==> config.mk <==
export PLATFORM = sky130hd
export DESIGN_NAME = alu_muldiv
export DESIGN_NICKNAME = d
export VERILOG_FILES = /design/src/rtl/alu_muldiv_pkg.sv /design/src/rtl/alu_muldiv_step.sv /design/src/rtl/alu_muldiv.sv
export SDC_FILE = /design/constraint.sdc
export NUM_CORES = 1
export LEC_CHECK = 0
export BUFFER_PORTS_ARGS = -buffer_cell sky130_fd_sc_hd__buf_2
export CORE_MARGIN = 4
export CORE_UTILIZATION = 47
export CTS_CLUSTER_SIZE = 8
export DETAILED_ROUTE_END_ITERATION = 6
export MAX_ROUTING_LAYER = met4
export PLACE_DENSITY = 0.63
export RECOVER_POWER = 25
export SYNTH_ARGS = -nofsm -noshare
export SYNTH_HDL_FRONTEND = slang
export SYNTH_SLANG_ARGS = --single-unit
==> constraint.sdc <==
create_clock -name CLK -period 8.85 [get_ports CLK]
set_clock_uncertainty 0.1 [all_clocks]
set_input_delay 1.77 -clock CLK [delete_from_list [all_inputs] [get_ports CLK]]
set_output_delay 1.77 -clock CLK [all_outputs]
set_load 0.01 [all_outputs]
==> src/rtl/alu_muldiv_pkg.sv <==
// Shared constants for the multi-cycle unsigned multiply/divide unit.
// Holds the operation codes, FSM state encoding and the divide-by-zero test.
package alu_muldiv_pkg;

  localparam logic MULDIV_OP_MUL = 1'b0;
  localparam logic MULDIV_OP_DIV = 1'b1;

  typedef enum logic [1:0] {
    MULDIV_ST_IDLE = 2'd0,
    MULDIV_ST_RUN  = 2'd1,
    MULDIV_ST_FIN  = 2'd2
  } muldiv_state_e;

  // A zero divisor short-circuits straight to completion.
  function automatic logic is_div_by_zero(input logic op, input logic zero_b);
    return (op == MULDIV_OP_DIV) && zero_b;
  endfunction

endpackage

==> src/rtl/alu_muldiv_step.sv <==
// One iteration of shift-add multiply or restoring divide.
// MUL: acc is the running high half, shreg holds the multiplier (LSB first).
// DIV: acc is the partial remainder, shreg holds the dividend then the quotient.
module alu_muldiv_step
  import alu_muldiv_pkg::*;
#(
  parameter int unsigned WIDTH = 16
) (
  input  logic [WIDTH-1:0] acc,
  input  logic [WIDTH-1:0] shreg,
  input  logic [WIDTH-1:0] opnd,
  input  logic             op,
  output logic [WIDTH-1:0] acc_next,
  output logic [WIDTH-1:0] shreg_next
);

  logic [WIDTH:0]   sum;
  logic [WIDTH:0]   shifted;
  logic [WIDTH-1:0] diff;

  always_comb begin
    sum        = {1'b0, acc} + (shreg[0] ? {1'b0, opnd} : {(WIDTH + 1){1'b0}});
    shifted    = {acc, shreg[WIDTH-1]};
    // Remainder after a successful subtract is below the divisor, so WIDTH bits suffice.
    diff       = shifted[WIDTH-1:0] - opnd;
    acc_next   = sum[WIDTH:1];
    shreg_next = {sum[0], shreg[WIDTH-1:1]};
    if (op == MULDIV_OP_DIV) begin
      if (shifted >= {1'b0, opnd}) begin
        acc_next   = diff;
        shreg_next = {shreg[WIDTH-2:0], 1'b1};
      end else begin
        acc_next   = shifted[WIDTH-1:0];
        shreg_next = {shreg[WIDTH-2:0], 1'b0};
      end
    end
  end

endmodule

==> src/rtl/alu_muldiv.sv <==
// Multi-cycle unsigned multiply/divide unit with a START/BUSY/DONE handshake.
// One iteration per clock; double-width result returned through RESULT_HI/RESULT_LO.
module alu_muldiv
  import alu_muldiv_pkg::*;
#(
  parameter int unsigned WIDTH = 16,
  parameter int unsigned CNT_W = 5
) (
  input  logic             CLK,
  input  logic             RESET,
  input  logic [WIDTH-1:0] ALUA_DATA,
  input  logic [WIDTH-1:0] ALUB_DATA,
  input  logic             OP,
  input  logic             START,
  input  logic             ABORT,
  output logic             BUSY,
  output logic             DONE,
  output logic [WIDTH-1:0] RESULT_LO,
  output logic [WIDTH-1:0] RESULT_HI,
  output logic             DIV0
);

  localparam logic [CNT_W-1:0] LAST_ITER = CNT_W'(WIDTH - 1);

  muldiv_state_e    state;
  logic [CNT_W-1:0] cnt;
  logic [WIDTH-1:0] acc;
  logic [WIDTH-1:0] shreg;
  logic [WIDTH-1:0] opnd;
  logic             op_q;
  logic             busy;
  logic             done;
  logic [WIDTH-1:0] res_lo;
  logic [WIDTH-1:0] res_hi;
  logic             div0;

  logic [WIDTH-1:0] acc_next;
  logic [WIDTH-1:0] shreg_next;

  alu_muldiv_step #(
    .WIDTH(WIDTH)
  ) u_step (
    .acc       (acc),
    .shreg     (shreg),
    .opnd      (opnd),
    .op        (op_q),
    .acc_next  (acc_next),
    .shreg_next(shreg_next)
  );

  // Sequencer: operand capture, iteration, result capture and handshake flags.
  always_ff @(posedge CLK or posedge RESET) begin
    if (RESET) begin
      state  <= MULDIV_ST_IDLE;
      cnt    <= '0;
      acc    <= '0;
      shreg  <= '0;
      opnd   <= '0;
      op_q   <= MULDIV_OP_MUL;
      busy   <= 1'b0;
      done   <= 1'b0;
      res_lo <= '0;
      res_hi <= '0;
      div0   <= 1'b0;
    end else begin
      case (state)
        MULDIV_ST_RUN: begin
          // ABORT wins over everything; START is ignored while running.
          if (ABORT) begin
            state <= MULDIV_ST_IDLE;
            busy  <= 1'b0;
          end else begin
            acc   <= acc_next;
            shreg <= shreg_next;
            cnt   <= cnt + CNT_W'(1);
            if (cnt == LAST_ITER) begin
              state  <= MULDIV_ST_FIN;
              busy   <= 1'b0;
              done   <= 1'b1;
              res_lo <= shreg_next;
              res_hi <= acc_next;
              div0   <= 1'b0;
            end
          end
        end
        default: begin
          // IDLE and FIN both accept a new request; FIN otherwise falls back to IDLE.
          state <= MULDIV_ST_IDLE;
          done  <= 1'b0;
          if (START) begin
            op_q <= OP;
            acc  <= '0;
            cnt  <= '0;
            if (OP == MULDIV_OP_DIV) begin
              shreg <= ALUA_DATA;
              opnd  <= ALUB_DATA;
            end else begin
              shreg <= ALUB_DATA;
              opnd  <= ALUA_DATA;
            end
            if (is_div_by_zero(OP, ALUB_DATA == '0)) begin
              state  <= MULDIV_ST_FIN;
              done   <= 1'b1;
              res_lo <= '1;
              res_hi <= ALUA_DATA;
              div0   <= 1'b1;
            end else begin
              state <= MULDIV_ST_RUN;
              busy  <= 1'b1;
            end
          end
        end
      endcase
    end
  end

  assign BUSY      = busy;
  assign DONE      = done;
  assign RESULT_LO = res_lo;
  assign RESULT_HI = res_hi;
  assign DIV0      = div0;

endmodule
; Word-level counts from Yosys, hierarchy flattened
; Cells that the tools add are included.
; Widths: inputs -> output; s select.
[classes]
muxes = 45
magnitude_cmp = 1
reduce_logical = 9
bitwise = 1
n_eq_ne = 6
add_sub_neg = 3
[op_table]
columns = operator, n
row1 = $mux 16, 22
row2 = $add 16x17->17, 1
row3 = $ge 17x16->1, 1
row4 = $logic_not 16->1, 1
row5 = $sub 16x16->16, 1
row6 = $mux 1, 15
row7 = $mux 5, 3
row8 = $mux 2, 5
row9 = $reduce_and 2->1, 3
row10 = $add 5x1->5 const B, 1
row11 = $eq 5x4->1 const B, 1
row12 = $ne 2x2->1 const B, 2
row13 = $reduce_and 4->1, 1
row14 = $reduce_bool 2->1, 2
row15 = $ne 3x3->1 const B, 1
row16 = $reduce_and 3->1, 1
row17 = $eq 2x1->1 const B, 1
row18 = $ne 2x1->1 const B, 1
row19 = $logic_and 1x1->1, 1
row20 = $not 1->1, 1
[word_totals]
wordCells = 76
output_inout_bits = 35
ff_bits = 91

; Longest topological paths before layout
; Gate-level depths: netlist of the first run.
[logic_depth]
word_depth = 6
ltp_mapped = 12

; Hierarchy
; A second synthesis of the first run with hierarchy kept.
[unflattened]
hier_cells = 719
hier_area_um2 = 6424.9
[modules_own_cells]
columns = module, instances, area_per_inst_um2, cells_each
row1 = alu_muldiv, 1, 4282.9, 427
row2 = alu_muldiv_step, 1, 2142.1, 292

; Worst setup path before layout of the first run
; OpenSTA, ideal clock, no wires.
[synth_path]
kind = input-to-reg
start = input port ALUB_DATA[2]
end = register res_hi[15] (netlist: RESULT_HI[15])
stages = 8
setup_slack_ps = 5217
setup_time_ps = 133
t_arrival_ps = 3401
required_time_ps = 8617
path_cell_list = or4_4 > nor4_4 > nand2_2 > a21o_1 > buf_6 > clkbuf_1 > a21oi_1 > o31ai_1
[synth_between]
elab_chain_cells = 4
[synth_rtl]
columns = element, line_no
row1 = start: declaration, alu_muldiv.sv:12  ; input logic [WIDTH-1:0] ALUB_DATA,
row2 = $logic_not 16->1, alu_muldiv.sv:101  ; if (is_div_by_zero(OP, ALUB_DATA == '0)) begin
row3 = $logic_and 1x1->1, alu_muldiv_pkg.sv:16  ; return (op == MULDIV_OP_DIV) && zero_b;
row4 = $reduce_bool 2->1 (no source line), --
row5 = $reduce_and 4->1 (no source line), --
row6 = end signal: assignment, alu_muldiv.sv:81  ; res_hi <= acc_next;
row7 = end: declaration, alu_muldiv.sv:34  ; logic [WIDTH-1:0] res_hi;
; No other way between the ends.
; A chain may end at the register's enable or synchronous reset.

; Worst setup path in the final report of the first run
[layout_path]
start = input port OP
end = register res_hi[4] (netlist: RESULT_HI[4])
[layout_between]
elab_chain_cells = 3
[layout_rtl]
columns = element, line_no
row1 = start: declaration, alu_muldiv.sv:13  ; input logic OP,
row2 = $logic_and 1x1->1, alu_muldiv_pkg.sv:16
row3 = $reduce_bool 2->1 (no source line), --
row4 = $reduce_and 4->1 (no source line), --
; No other way between the ends.

==> out/metrics.cfg, run 1 <==
[synth]
ys_warn_count=0
syn_nets=796
ys_top_cells_by_area=dfrtp_1 36%, ha_1 6.8%, o21ai_0 6.8%, nand2_1 6.0%, mux2i_1 5.6%
ys_async_sr_fraction=1.000
synth-seq-cells=91
synth_edf_count=0
ys_dominant_reg_cell=dfrtp_1
syn_area_um2=6291
yosys.area.top_type=dfrtp_1
synth_area_per_cell_um2=8.701
yosysUniqueCellTypes=62
synth_cells=723
synth_top_area_frac=0.3620
ys_seq_area_frac=0.3620

[clock_network]
cts_post_setup_buffers_inserted=0
insertion_delay_ns=0.35
cts_buffers=9
path_clk_slew_ns=0.07
hold_buffers=0
clock_path_buffers=2
ctsResizeCount=0
cts_tree=built
numClockSinks=91
cts_root_buffer=clkbuf_16
htree_num_levels=3

[flow_run]
maxCapViolCount=0

[grt]
grt_max_degree=66
antenna_found_initial=0
grt.total_usage=0.2502
grt_pass1_vias=5265
grt_pass1_wl_um=28640
overflow=0

[pwr]
cellLeakagePower_nw=3.265
p_sw_mw=1.237
switching_share=0.4642
pwr-share-clk=0.158
comb_power_share=0.554
p_seq_frac=0.288
ir_drop_mv=0.1733
intPower_mw=1.428
powerDensity_nw_per_um2=381.7

[sta]
rsz0062_at_grt=false
slew-limit-headroom=0.1862
finalHoldViolations=0
report.final.slew_viol_count=0
setup_violations=0
max_freq_mhz=223.8
period_share=0.5049
period_minus_slack_ns=4.468
tightest_slew_ns=1.214
setup_tns_ns=0

[placement]
dp_hpwl_um=13390
portBuffers=71
dp_cells=935
gp_congestion=0.9274

[finish]
drive_above_1_share=0.1316
num_antenna_cells=0
multiInputGateArea_um2=3699
finalNetCount=843
final_cells=951
final_cell_mix=100 x nand2_1, 90 x dfrtp_1, 85 x o21ai_0, 46 x nor2_1, 43 x buf_2
fill_cells=1243
area.growth.synth_to_final_pct=11.00
regArea_um2=2278
layout_commonest_cell=nand2_1

[critical_path]
required_ns=8.96
critPathMaxFanout=47
cp_top_family=buffers and inverters
path_cells=buf_2 -> buf_4 -> nor3b_1 -> nand3_1 -> nor4_4 -> nand2_2 -> a21o_1 -> clkinv_2 -> and3_1 -> a21oi_1 -> o21ai_0
cpMaxStageDelayCell=clkinv_2
cp.arrival_ns=4.58
cp-start-kind=input pin
critPathMaxStageDelay_ns=0.71
endpoint_kind=flop
critPathKind=input pin to flop
cp_num_buf_inv=3

[drt]
vias=5558
ant_nets=0
drc=0
wl_per_cell_um=19.02
routed_wl_um=18090
viasPerCell=5.844
dr.pass1.iters=6
initialDrtViolationCount=429

[die]
die_y_um=123.7
dieWidth_um=123.7
core_um2=13190
dieArea_um2=15300
rows=42
start_util=0.4769
ios=72

[min_path]
min_path_type=flop to flop

[run_status]
outcome=complete, no violations

cell families after synthesis:
logic type,Yosys count,synth area share
AND/OR/NAND/NOR,239,0.1816
XOR/XNOR,23,0.03202
buffers and inverters,68,0.05171
multiplexers,56,0.09507
flip-flops,91,0.3620
adder cells (fa/ha/maj),36,0.07399
AO/OA/AOI/OAI,210,0.2037
power by group through the flow:
stage          sequential, mW  clock [mW]  combinational [mW]
2_1_floorplan           0.723           0                1.10
3_3_place_gp            0.766           0                1.44
3_5_place_dp            0.768           0                1.46
4_1_cts                 0.763       0.427                1.47
5_1_grt                 0.789       0.443                1.65
6_report                0.766       0.422                1.48
sequential cells by signal (all words and copies together), names as in the netlist:
register / flops
RESULT_HI: 16
RESULT_LO: 16
acc: 16
opnd: 16
shreg: 16
cnt: 5
state: 2
BUSY: 1
DIV0: 1
DONE: 1
op_q: 1
final cells by class:
cell class / count / share of cell area
Multi-Input combinational cell: 564 / 0.5297
Sequential cell: 91 / 0.3263
Timing Repair Buffer: 75 / 0.05017
Clock buffer: 10 / 0.03279
Tap cell: 176 / 0.03154
Inverter: 29 / 0.01595
Clock inverter: 6 / 0.01362
synth_stat cells (all sizes together), types with 2 or more instances:
| cell type | n |
|---|---|
| or3 | 2 |
| a211oi | 5 |
| clkbuf | 23 |
| xor2 | 8 |
| a211o | 4 |
| o211ai | 7 |
| nand3 | 20 |
| and3 | 15 |
| o21ai | 88 |
| nor3b | 2 |
| dfrtp | 91 |
| fa | 2 |
| a21oi | 43 |
| mux2 | 21 |
| o21a | 6 |
| a31oi | 20 |
| a41oi | 3 |
| inv | 28 |
| nor2 | 47 |
| nand2 | 102 |
| and2 | 20 |
| ha | 34 |
| nand4 | 3 |
| buf | 16 |
| nand2b | 5 |
| a31o | 2 |
| mux2i | 35 |
| and4 | 2 |
| a22o | 5 |
| nor3 | 9 |
| a21o | 13 |
| o31ai | 2 |
| xnor2 | 15 |
| o21bai | 2 |
| o22ai | 4 |
| nor4 | 5 |
worst register-to-register path: stages, from the launching register on:
cell and delay (ns):
dfrtp_1 0.62, and2_1 0.29, ha_1 0.24, fa_1 0.42, a21oi_1 0.24, o22ai_1 0.20, a211oi_1 0.64, nand3_1 0.15
nand3_1 0.12, nand2_1 0.08, a211oi_1 0.39, o31ai_1 0.13
routing by layer:
layer	global-route usage	vias up	routed length (um)
li1	-	2683	-
met1	0.3448	2661	8319
met2	0.3826	182	8389
met3	0.03406	32	992
met4	0.08374	0	385
met5	-	-	0
final timing paths:
check | from | end | slack, ns | cells after the start
max | OP | RESULT_HI[4] | 4.38 | 11
min | cnt[4] | cnt[4] | 0.39 | 2
max reg2reg | shreg[0] | acc[15] | 5.09 | 11
min reg2reg | cnt[4] | cnt[4] | 0.39 | 2
max in group asynchronous | RESET | shreg[2] | 5.69 | 3
min in group asynchronous | RESET | cnt[2] | 1.56 | 2
through the flow:
step	util	hold WS (ns)	power (mW)	area [um^2]	setup slack, ns
finish	0.5294	0.3906	2.665	6983	4.382
global route	0.5294	0.4118	2.880	6983	4.192
CTS	0.5321	0.3903	2.663	7018	4.418
global placement	0.5075	0.3732	2.205	6694	4.165
detailed placement	0.5075	0.3734	2.228	6694	4.039
floorplan	-	0.3498	1.826	6291	4.616
Note: power is estimated with default switching activity, not from simulation.
==> run 2: changes to the inputs <==
--- a/config.mk
+++ b/config.mk
@@ -5,6 +5,7 @@
 export SDC_FILE = /design/constraint.sdc
 export NUM_CORES = 1
 export LEC_CHECK = 0
+export ABC_AREA = 1
 export BUFFER_PORTS_ARGS = -buffer_cell sky130_fd_sc_hd__buf_2
 export CORE_MARGIN = 4
 export CORE_UTILIZATION = 47
==> constraint.sdc (replaced) <==
create_clock -name CLK -period 4.65 [get_ports CLK]
set_clock_uncertainty 0.1 [all_clocks]
set_input_delay 0.93 -clock CLK [delete_from_list [all_inputs] [get_ports CLK]]
set_output_delay 0.93 -clock CLK [all_outputs]
set_load 0.01 [all_outputs]
==> out/metrics.cfg, run 2 <==
[synth]
synth_edf_count=0
ys_async_sr_fraction=1.000
ys_top_cells_by_area=dfrtp_1 35%, nand2_1 16%, inv_1 7.3%, ha_1 6.5%, a21oi_1 6.3%
synth_area_per_cell_um2=6.797
synthMostInstantiatedCell=nand2_1
ys_dominant_reg_cell=dfrtp_1
ys_seq_area_frac=0.3472
syn_nets=1038
ys_warn_count=0
yosys.area.top_type=dfrtp_1
synth_commonest_cells=288 x nand2_1, 127 x inv_1, 91 x dfrtp_1
synth-seq-cells=91
syn_area_um2=6559
synth_cells=965
yosysUniqueCellTypes=44
synth_top_area_frac=0.3472

[placement]
gp_congestion=0.9537
dp_slack_ns=1.213
dp_hpwl_um=16170
portBuffers=71

[clock_network]
cts_tree=built
htree_num_levels=3
numClockSinks=91
cts_post_setup_buffers_inserted=0
path_clk_slew_ns=0.07
cts_root_buffer=clkbuf_16
hold_buffers=0
ctsResizeCount=0
insertion_delay_ns=0.34
clock_path_buffers=2
cts_buffers=9

[die]
dieArea_um2=15910
core_um2=13450
dieWidth_um=126.1
rows=42
start_util=0.4875
ios=72
die_y_um=126.1

[sta]
tightest_slew_ns=3.062
final.setup.worst_slack_ns=1.459
period_minus_slack_ns=3.191
slew-limit-headroom=-1.053
max_freq_mhz=313.4
setup_violations=0
report.final.slew_viol_count=71
setup_tns_ns=0
period_share=0.6863
hold_ws_ns=0.3768
rsz0062_at_grt=false
finalHoldViolations=0

[flow_run]
maxCapViolCount=1

[run_status]
violations=max-capacitance violations, max-slew violations
outcome=finished, violations left

[drt]
dr.pass1.iters=5
initialDrtViolationCount=612
viasPerCell=5.464
ant_nets=0
drc=0
vias=6541
routed_wl_um=20930
wl_per_cell_um=17.48

[grt]
overflow=0
grt_pass1_vias=6038
grt_max_degree=71
grt_pass1_wl_um=33130
antenna_found_initial=0
grt.total_usage=0.2701

[critical_path]
cp-start-kind=flop
critPathMaxFanout=49
reg2reg_depth=9
endpoint_kind=flop
required_ns=4.78
cp.arrival_ns=3.32
critPathKind=flop to flop

[finish]
finalNetCount=1089
fill_cells=1425
final_cell_mix=288 x nand2_1, 126 x inv_1, 91 x dfrtp_1, 82 x a21oi_1, 71 x buf_2
multiInputGateArea_um2=3606
drive_above_1_share=0.1244
area.growth.synth_to_final_pct=11.43
layout_commonest_cell=nand2_1
num_antenna_cells=0
regArea_um2=2277

[min_path]
min_path_type=flop to flop
hold_depth=2

[pwr]
cellLeakagePower_nw=3.953
ir_drop_mv=0.3478
powerDensity_nw_per_um2=671.2

[run 2: cell count changes after synthesis, moves of 12 or more]
cell | before | now
nand2_1 | 100 | 288
mux2_2 | 18 | 0
and3_1 | 15 | 0
inv_1 | 28 | 127
and2_1 | 19 | 1
mux2i_1 | 35 | 1
a21oi_1 | 42 | 82
nand3_1 | 20 | 63
o22ai_1 | 4 | 16
o21ai_0 | 85 | 58
o21ai_1 | 3 | 17
a31oi_1 | 18 | 0
[run 2: cells by family (layout without fill, tap and decap cells)]
family	count (synthesis)	in the layout	synth area share
AND/OR/NAND/NOR	445	445	0.2860
AO/OA/AOI/OAI	208	208	0.1767
buffers and inverters	173	229	0.1030
flip-flops	91	91	0.3472
adder cells (fa/ha/maj)	36	36	0.07097
XOR/XNOR	11	11	0.01469
multiplexers	1	1	0.001526
[run 2: worst paths after layout]
kind | slack [ns] | startpoint | end
max in group asynchronous | 1.71 | RESET | opnd[14]
min in group asynchronous | 1.36 | RESET | RESULT_HI[1]
hold / removal | 0.38 | RESULT_LO[7] | RESULT_LO[7]
hold reg to reg | 0.38 | RESULT_LO[7] | RESULT_LO[7]
setup / recovery | 1.46 | state[1] | cnt[1]
setup reg to reg | 1.46 | state[1] | cnt[1]
[run 2: power by group]
group	internal (mW)	switching (mW)
sequential	1.12	0.264
combinational	0.948	1.86
clock	0.385	0.327
total	2.45	2.45
[run 2: worst max-delay path: stages, from the launching register on]
cell and delay, ns:
dfrtp_1 0.37, nor2_2 0.09, buf_4 0.32, inv_1 0.07, buf_4 0.28, nor2_1 0.26
inv_1 0.14, nand2_2 0.50, inv_1 0.59, a22o_1 0.33
[run 2: routing by layer]
| layer | global-route usage | wire, um |
|---|---|---|
| met5 | - | 0 |
| met4 | 0.05678 | 385 |
| met3 | 0.03980 | 1604 |
| met2 | 0.3906 | 9010 |
| met1 | 0.4028 | 9926 |
[run 2: area by class of cell]
class	count	share of cell area
Multi-Input combinational cell	701	0.4934
Sequential cell	91	0.3116
Inverter	135	0.06985
Clock inverter	5	0.005992
Timing Repair Buffer	78	0.05581
Clock buffer	11	0.03321
Tap cell	176	0.03013
[run 2: stage by stage]
stage | area [um^2] | utilization | power, mW | instances
3_5_place_dp | 7023 | 0.5220 | 4.161 | 1181
2_1_floorplan | 6559 | - | 3.336 | 965
3_3_place_gp | 7023 | 0.5220 | 4.139 | 1181
6_report | 7308 | 0.5432 | 4.905 | 1197
4_1_cts | 7310 | 0.5433 | 4.895 | 1197
5_1_grt | 7308 | 0.5432 | 5.329 | 1197
==> run 3: changes to the inputs <==
--- a/config.mk
+++ b/config.mk
@@ -5,14 +5,14 @@
 export SDC_FILE = /design/constraint.sdc
 export NUM_CORES = 1
 export LEC_CHECK = 0
-export ABC_AREA = 1
+export ABC_AREA = 0
 export BUFFER_PORTS_ARGS = -buffer_cell sky130_fd_sc_hd__buf_2
 export CORE_MARGIN = 4
 export CORE_UTILIZATION = 47
 export CTS_CLUSTER_SIZE = 8
 export DETAILED_ROUTE_END_ITERATION = 6
 export MAX_ROUTING_LAYER = met4
-export PLACE_DENSITY = 0.63
+export PLACE_DENSITY = 0.66
 export RECOVER_POWER = 25
 export SYNTH_ARGS = -nofsm -noshare
 export SYNTH_HDL_FRONTEND = slang
==> constraint.sdc (replaced) <==
create_clock -name CLK -period 2.63 [get_ports CLK]
set_clock_uncertainty 0.1 [all_clocks]
set_input_delay 0.526 -clock CLK [delete_from_list [all_inputs] [get_ports CLK]]
set_output_delay 0.526 -clock CLK [all_outputs]
set_load 0.01 [all_outputs]
==> out/metrics.cfg, run 3 (synthesis results as in run 1) <==
[clock_network]
hold_buffers=0
htree_num_levels=3
cts_root_buffer=clkbuf_16
clock_path_buffers=2
path_clk_slew_ns=0.07
insertion_delay_ns=0.34
numClockSinks=91
cts_buffers=9
cts_tree=built

[die]
dieArea_um2=15300
start_util=0.4769
ios=72
rows=42
dieWidth_um=123.7
core_um2=13190
die_y_um=123.7

[grt]
grt_pass1_wl_um=31440
antenna_found_initial=0
overflow=0
grt_max_degree=92
grt_pass1_vias=5972
grt.total_usage=0.2746

[critical_path]
required_ns=2.77
rrSetupSlack_ns=-0.19
cp.arrival_ns=2.96
endpoint_kind=flop
critPathKind=flop to flop
cp-startpoint=shreg[0]
cp-start-kind=flop
critPathMaxFanout=6
r2r-start=shreg[0]

[run_status]
violations=negative setup slack
outcome=finished, violations left

[sta]
tightest_slew_ns=1.290
setup_tns_ns=-1.582
slew-limit-headroom=0.1400
period_minus_slack_ns=2.818
report.final.slew_viol_count=0
finalHoldViolations=0
period_share=1.072
hold_ws_ns=0.3925
max_freq_mhz=354.8
rsz0062_at_grt=true
setup_violations=16
final.setup.worst_slack_ns=-0.1882

[drt]
m1WireLength_um=9081
initialDrtViolationCount=396
wl_per_cell_um=19.02
routed_wl_um=20350
dr_wl_met2_um=9693
dr.pass1.iters=5
vias=6128
wl_met3_um=1043
viasPerCell=5.727
topRoutingLayerUsed=met4
ant_nets=0
drc=0

[finish]
drive_above_1_share=0.3591
final_cell_area_um2=8402
finalNetCount=962
area.growth.synth_to_final_pct=33.55
num_antenna_cells=0
final_cell_mix=114 x buf_4, 98 x nand2_1, 89 x dfrtp_1, 70 x buf_2, 69 x o21ai_0
layout_commonest_cell=buf_4

[pwr]
ir_drop_mv=0.6438
cellLeakagePower_nw=3.973
finalPower_mw=11.26
powerDensity_nw_per_um2=1341

[placement]
dp_slack_ns=-0.2612
gp_congestion=1.013
placed_area_um2=7614
portBuffers=71
dp_hpwl_um=15410

[min_path]
min_path_type=flop to flop
hp-start=RESULT_HI[4]

[flow_run]
maxCapViolCount=0

-- run 3: power breakdown --
part / internal, mW / switching (mW)
registers: 1.96 / 0.468
clock network: 0.781 / 0.591
logic: 3.54 / 3.92
-- run 3: stage by stage --
stage,util,std cells
floorplan,-,723
global placement,0.5772,1045
detailed placement,0.5772,1045
CTS,0.6199,1066
global route,0.6370,1070
finish,0.6370,1070
-- run 3: final timing paths --
| check | end | cells after the start |
|---|---|---|
| max in group asynchronous | op_q | 3 |
| worst min-delay path | RESULT_HI[4] | 2 |
| min in group asynchronous | RESULT_HI[4] | 3 |
| worst min register to register | RESULT_HI[4] | 2 |
| worst max register to register | RESULT_HI[11] | 12 |
| worst max-delay path | RESULT_HI[11] | 12 |
-- run 3: layer usage --
layer / vias up / track usage
li1: 2914 / -
met1: 2981 / 0.3669
met2: 195 / 0.4333
met3: 38 / 0.03406
met4: 0 / 0.09550
met5: - / -
-- run 3: cell type report --
cell class | count | area, um^2
fillers | 1101 | 4788
flip-flops and latches | 91 | 2280
repair buffers | 194 | 1343
multi-input cells | 564 | 4134
inverters | 29 | 113.9
clock inverters | 5 | 68.82
well taps | 176 | 220.2
clock buffers | 11 | 242.7
-- run 3: timing repair --
| action | in CTS | in global routing |
|---|---|---|
| setup endpoints to repair | 34 | 34 |
| pin swaps | 20 | 21 |
| resized for setup | 50 | 47 |
| setup buffers | 6 | 5 |
| hold endpoints to repair | 0 | 0 |
-- run 3: critical path, cell delays in order (launching register included) --
cell,delay (ns)
dfrtp_1,0.43
buf_6,0.15
and2_1,0.17
ha_1,0.33
a21o_1,0.21
nor3b_2,0.17
a211oi_2,0.22
buf_4,0.20
nand2_2,0.06
a21oi_2,0.13
xor2_1,0.20
mux2i_1,0.14
a21o_1,0.21
